<file path="src/rtl/wmst_tile_sched_pkg.sv">
// Shared state encoding and defaults for the wmst/rmst row schedulers.
// Latency: n/a (constants and helpers only).
// Backpressure: n/a.
package wmst_tile_sched_pkg;

    localparam int ST_W = 3;

    localparam logic [ST_W-1:0] ST_IDLE  = 3'd0;
    localparam logic [ST_W-1:0] ST_ISSUE = 3'd1;
    localparam logic [ST_W-1:0] ST_WAIT  = 3'd2;
    localparam logic [ST_W-1:0] ST_GAP   = 3'd3;
    localparam logic [ST_W-1:0] ST_FIN   = 3'd4;

    localparam int DEF_ISSUE_GAP = 2;
    localparam int GAP_CW        = 8;

    // States in which a tile is in progress and busy is reported.
    function automatic logic st_active(input logic [ST_W-1:0] st);
        return (st == ST_ISSUE) || (st == ST_WAIT) || (st == ST_GAP);
    endfunction

endpackage

</file>
<file path="src/rtl/wmst_sched_gap_cnt.sv">
// Loadable down-counter with zero flag, used to space row issues.
// Latency: load/decrement take effect on the next clock.
// Backpressure: none; decrement stops at zero.
module wmst_sched_gap_cnt #(
    parameter int W = 8
) (
    input  logic         clk,
    input  logic         rst,
    input  logic         load,
    input  logic [W-1:0] load_val,
    input  logic         dec,
    output logic         zero
);

    logic [W-1:0] cnt;

    always_ff @(posedge clk) begin
        if (rst) begin
            cnt <= '0;
        end else if (load) begin
            cnt <= load_val;
        end else if (dec && (cnt != '0)) begin
            cnt <= cnt - W'(1);
        end
    end

    assign zero = (cnt == '0);

endmodule

</file>
<file path="src/rtl/wmst_tile_sched.sv">
// Row-by-row store scheduler for a 2-D output tile; optional perf counters under WMST_SCHED_PERF_EN.
// Latency: store_start one cycle after cfg_start; next row ISSUE_GAP+1 cycles after store_done.
// Backpressure: one row in flight; the next row waits for store_done, cfg_start ignored while busy.
module wmst_tile_sched
    import wmst_tile_sched_pkg::*;
#(
    parameter int AW        = 12,
    parameter int XAW       = 32,
    parameter int RW        = 8,
    parameter int ISSUE_GAP = DEF_ISSUE_GAP
) (
    input  logic           clk,
    input  logic           rst,
    input  logic           cfg_start,
    input  logic [XAW-1:0] cfg_base,
    input  logic [RW-1:0]  cfg_rows,
    input  logic [AW-1:0]  cfg_row_len,
    input  logic [XAW-1:0] cfg_row_stride,
    input  logic           cfg_abort,
    output logic           store_start,
    output logic [XAW-1:0] param_waddr,
    output logic [AW-1:0]  param_iolen,
    input  logic           store_done,
    output logic           busy,
    output logic           sched_done,
    output logic [RW-1:0]  row_idx
`ifdef WMST_SCHED_PERF_EN
    ,
    output logic [31:0]    perf_cycles,
    output logic [31:0]    perf_stall
`endif
);

    localparam logic [GAP_CW-1:0] GAP_LOAD = (ISSUE_GAP > 0) ? GAP_CW'(ISSUE_GAP - 1) : '0;

    logic [ST_W-1:0] state, state_nxt;
    logic [RW-1:0]   rows_q;
    logic [XAW-1:0]  stride_q;
    logic            skip_q;

    logic            accept, degen, last_row, done_ev, row_adv;
    logic            gap_load, gap_zero;
    logic [GAP_CW-1:0] gap_val;

    assign accept   = cfg_start && (((state == ST_IDLE) && !cfg_abort) || (state == ST_FIN));
    assign degen    = (cfg_rows == '0) || (cfg_row_len == '0);
    assign last_row = (row_idx == rows_q - RW'(1));
    assign done_ev  = (state == ST_WAIT) && store_done && !cfg_abort;
    assign row_adv  = done_ev && !last_row;

    // An empty descriptor passes through one GAP cycle so sched_done lands two cycles after start.
    always_comb begin
        state_nxt = state;
        gap_load  = 1'b0;
        gap_val   = '0;
        case (state)
            ST_IDLE, ST_FIN: begin
                state_nxt = ST_IDLE;
                if (accept) begin
                    if (degen) begin
                        state_nxt = ST_GAP;
                        gap_load  = 1'b1;
                    end else begin
                        state_nxt = ST_ISSUE;
                    end
                end
            end
            ST_ISSUE: state_nxt = ST_WAIT;
            ST_WAIT: begin
                if (store_done) begin
                    if (last_row) begin
                        state_nxt = ST_FIN;
                    end else if (ISSUE_GAP == 0) begin
                        state_nxt = ST_ISSUE;
                    end else begin
                        state_nxt = ST_GAP;
                        gap_load  = 1'b1;
                        gap_val   = GAP_LOAD;
                    end
                end
            end
            ST_GAP: begin
                if (gap_zero) begin
                    state_nxt = skip_q ? ST_FIN : ST_ISSUE;
                end
            end
            default: state_nxt = ST_IDLE;
        endcase
        if (st_active(state) && cfg_abort) begin
            state_nxt = ST_IDLE;
        end
    end

    wmst_sched_gap_cnt #(
        .W (GAP_CW)
    ) u_gap_cnt (
        .clk      (clk),
        .rst      (rst),
        .load     (gap_load),
        .load_val (gap_val),
        .dec      (state == ST_GAP),
        .zero     (gap_zero)
    );

    always_ff @(posedge clk) begin
        if (rst) begin
            state       <= ST_IDLE;
            store_start <= 1'b0;
            sched_done  <= 1'b0;
            busy        <= 1'b0;
            param_waddr <= '0;
            param_iolen <= '0;
            row_idx     <= '0;
            rows_q      <= '0;
            stride_q    <= '0;
            skip_q      <= 1'b0;
        end else begin
            state       <= state_nxt;
            store_start <= (state_nxt == ST_ISSUE);
            sched_done  <= (state_nxt == ST_FIN);
            busy        <= st_active(state_nxt);
            if (accept) begin
                param_waddr <= cfg_base;
                param_iolen <= cfg_row_len;
                rows_q      <= cfg_rows;
                stride_q    <= cfg_row_stride;
                row_idx     <= '0;
                skip_q      <= degen;
            end else if (row_adv) begin
                // Wraps modulo 2^XAW by design.
                param_waddr <= param_waddr + stride_q;
                row_idx     <= row_idx + RW'(1);
            end
        end
    end

`ifdef WMST_SCHED_PERF_EN
    always_ff @(posedge clk) begin
        if (rst) begin
            perf_cycles <= '0;
            perf_stall  <= '0;
        end else if (accept) begin
            perf_cycles <= '0;
            perf_stall  <= '0;
        end else begin
            if (busy && (perf_cycles != '1)) begin
                perf_cycles <= perf_cycles + 32'd1;
            end
            if ((state == ST_WAIT) && (perf_stall != '1)) begin
                perf_stall <= perf_stall + 32'd1;
            end
        end
    end
`endif

endmodule

</file>
<file path="config.mk">
export PLATFORM = sky130hd
export DESIGN_NAME = wmst_tile_sched
export DESIGN_NICKNAME = d
export VERILOG_FILES = /design/src/rtl/wmst_tile_sched_pkg.sv /design/src/rtl/wmst_sched_gap_cnt.sv /design/src/rtl/wmst_tile_sched.sv
export SDC_FILE = /design/constraint.sdc
export NUM_CORES = 1
export LEC_CHECK = 0
export ABC_AREA = 1
export BUFFER_PORTS_ARGS = -buffer_cell sky130_fd_sc_hd__buf_2
export CORE_ASPECT_RATIO = 0.6
export CORE_MARGIN = 2
export CORE_UTILIZATION = 40
export CTS_BUF_LIST = sky130_fd_sc_hd__clkbuf_4 sky130_fd_sc_hd__clkbuf_8
export CTS_CLUSTER_DIAMETER = 200
export DETAILED_ROUTE_END_ITERATION = 12
export PLACE_DENSITY = 0.61
export SKIP_CTS_REPAIR_TIMING = 1
export SKIP_LAST_GASP = 1
export SLEW_MARGIN = 0
export SYNTH_ARGS = -nofsm -noshare
export SYNTH_HDL_FRONTEND = slang
export SYNTH_HIERARCHICAL = 1
export SYNTH_SLANG_ARGS = --single-unit
</file>
<file path="constraint.sdc">
create_clock -name clk -period 2.95 [get_ports clk]
set_clock_uncertainty 0.1 [all_clocks]
set_input_delay 0.59 -clock clk [delete_from_list [all_inputs] [get_ports clk]]
set_output_delay 0.59 -clock clk [all_outputs]
set_load 0.02 [all_outputs]
</file>
==> flow_metrics.env <==
export IMPL_status="finished, final reports clean"
export IMPL_ant_nets=0
export IMPL_synth_distinct_cells=41
export IMPL_hold_slack_ns=0.3292
export IMPL_io_pins=144
export IMPL_worstPathRequired_ns=3.18
export IMPL_cts_sinks=107
export IMPL_drt_total_wl_um=21500
export IMPL_vdd_drop_max_mv=0.2362
export IMPL_fmax_mhz=382.9
export IMPL_cts_buffers_inserted=9
export IMPL_path_buf_inv=3
export IMPL_die_y_um=106.2
export IMPL_synth_area_leaders="dfxtp_1, nand2_1, a21oi_1, inv_1, ha_1"
export IMPL_grt_start_max_net_pins=72
export IMPL_synth_warnings=6
export IMPL_drive_gt1_share_pct=16.63
export IMPL_die_w_um=174.4
export IMPL_grt_pass1_vias=6639
export IMPL_synth_edff_count=0
export IMPL_cp_cell_sequence="inv_2 -> ha_1 -> inv_1 -> nand2_1 -> nand2_1 -> nand2_1 -> nand2_1 -> nor2_1 -> nand3_1 -> nor2_1 -> nand2_1 -> nand2_1 -> nand2_1 -> inv_4 -> nand3_1 -> nor2_1 -> nor2_1 -> nor2_1"
export IMPL_synth_largest_area_cell="dfxtp_1"
export IMPL_crit_path_start_kind="register"
export IMPL_p_per_area_mw_per_mm2=421.0
export IMPL_rows=37
export IMPL_critPathArrivalTime_ns=2.84
export IMPL_drv_cap=0
export IMPL_post_route_util_pct=47.62
export IMPL_place_gp_congestion=0.9095
export IMPL_clk_latency_ns=0.39
export IMPL_avgViaCountPerCell=4.927
export IMPL_dr_pass1_iters=5
export IMPL_floorplan_initialDensity_pct=40.79
export IMPL_power_total_w=0.003425
export IMPL_final_common_cell="nand2_1"
export IMPL_criticalPathCategory="reg2reg"
export IMPL_fin_tns_setup_ns=0
export IMPL_crit_path_max_fanout=10
export IMPL_fp_coreArea_sq_mm=0.01708
export IMPL_grt_busiest_layer="met1"
export IMPL_cts_root_buffer="clkbuf_8"
export IMPL_synth_main_ff_cell="dfxtp_1"
export IMPL_final_net_count=1377
export IMPL_hold_viol=0
export IMPL_leakage_nw=4.138
export IMPL_groute_layer_met1_usage_pct=38.31
export IMPL_end_kind="register"
export IMPL_syn_area_sq_mm=0.006968
export IMPL_setup_viol=0
export IMPL_met2_usage_pct=29.82
export IMPL_hp_class="in2reg"
export IMPL_syn_inst=1115
export IMPL_maxSlewHeadroom_pct=47.05
export IMPL_grt_pass1_wl_um=34730
export IMPL_grt_usage_pct=23.52
export IMPL_cts_tree="done"
export IMPL_ys_seq_area_share_pct=30.74
export IMPL_worst_path_largest_cell_delay_ns=0.34
export IMPL_drc=0
export IMPL_htreeDepth=3
export IMPL_grt_setup_unrepaired="false"
export IMPL_layout_common_cells="nand2_1, buf_2, inv_1"
export IMPL_antenna_found_initial=0
export IMPL_dp_final_hpwl_um=16630
export IMPL_ys_ff_latch=107
export IMPL_clock_path_buffers=2
export IMPL_die_area_sq_mm=0.01853
export IMPL_wl_per_cell_um=14.42
export IMPL_period_needed_ns=2.612
export IMPL_globalRouteOverflowTotal=0
export IMPL_stdcell_count=1491
export IMPL_cpLargestDelayFamily="simple AND/OR/NAND/NOR gates"
export IMPL_critical_path_slowest_cell="dfxtp_1"
export IMPL_yosysTopAreaCellShare_pct=30.74
export IMPL_async_reset_ff_share_pct=0
export IMPL_drt_iter0_markers=684
export IMPL_io_buffers=143
export IMPL_area_growth_pct=16.75
export IMPL_dp_cells=1475
export IMPL_vias=7346
export IMPL_crit_top_cell="nand2_1"
export IMPL_period_share_pct=88.53
export IMPL_synth_avg_cell_area_sq_um=6.249
export IMPL_maxSlewViolCount=0
export IMPL_num_antenna_cells=0
export IMPL_clk_pin_slew_ns=0.11
export IMPL_grt_util_met3_pct=6.366
export IMPL_tightest_slew_ns=0.7882
==> cell type report <==
class | count | area, sq um
Sequential cell | 107 | 2142
Clock inverter | 7 | 73.82
Clock buffer | 9 | 123.9
Tap cell | 234 | 292.8
Inverter | 132 | 499.2
Fill cell | 1832 | 8947
Multi-Input combinational cell | 850 | 4195
Timing Repair Buffer | 152 | 808.3
==> report_power, final <==
group / switching [W] / internal (W)
logic: 0.000554 / 0.000310
clock network: 0.000556 / 0.000400
registers: 0.0000720 / 0.00153
==> through the flow <==
stage / setup WS [ns] / area (sq um)
finish: 0.3385 / 8135
global route: 0.02732 / 8135
CTS: 0.3366 / 8133
detailed placement: 0.3621 / 7935
global placement: 0.5309 / 7935
floorplan: 0.7575 / 6990
==> state kept, by name (all words and copies together) (netlist names) <==
register / flops
param_waddr: 32
stride_q: 32
param_iolen: 12
row_idx: 8
rows_q: 8
u_gap_cnt/cnt: 8
state: 3
busy: 1
sched_done: 1
skip_q: 1
store_start: 1
==> final timing paths <==
check | start | endpoint | slack, ns | cells after the start
hold / removal | cfg_row_stride[6] | stride_q[6]$_SDFFE_PP0P_ | 0.33 | 3
setup / recovery | rows_q[0]$_SDFFE_PP0P_ | u_gap_cnt/cnt[7]$_SDFFE_PP0P_ | 0.34 | 18
setup reg to reg | rows_q[0]$_SDFFE_PP0P_ | u_gap_cnt/cnt[7]$_SDFFE_PP0P_ | 0.34 | 18
hold reg to reg | param_iolen[8]$_SDFFE_PP0P_ | param_iolen[8]$_SDFFE_PP0P_ | 0.37 | 2
==> kinds of logic after synthesis <==
group	after synthesis	synth area share, %
XOR/XNOR	28	3.519
flip-flops	107	30.74
other	1	0.05382
buffers and inverters	164	9.553
AND/OR/NAND/NOR	602	36.27
AO/OA/AOI/OAI	177	13.29
adder cells (fa/ha/maj)	36	6.572
==> Yosys cell counts (2+ instances only) <==
cell type  count
a21oi_1      112
buf_1          5
buf_2          5
buf_4          2
clkbuf_1      17
dfxtp_1      107
ha_1          35
inv_1        122
inv_2          9
nand2_1      369
nand2_2        4
nand2_4        4
nand3_1       62
nand4_1       10
nor2_1       110
nor2_2         9
nor2_4         2
nor3_1        14
nor3_2         6
nor4_1         4
o21ai_0       42
o21ai_1        8
o21bai_1      11
or2_2          3
xnor2_1       16
xor2_1        12
==> routing by layer <==
layer,vias to the layer above,wire [um]
li1,3809,-
met1,3272,12010
met2,250,7384
met3,15,1935
met4,0,167
met5,-,0
==> tightest hold or removal path, delay by kind of cell <==
| kind | cells | cell delay [ns] |
|---|---|---|
| AOI/OAI and AO/OA | 1 | 0.05 |
| buffers and inverters | 1 | 0.09 |
| and+or+nand+nor | 1 | 0.05 |
No activity file was read; power rests on OpenSTA's default activity.
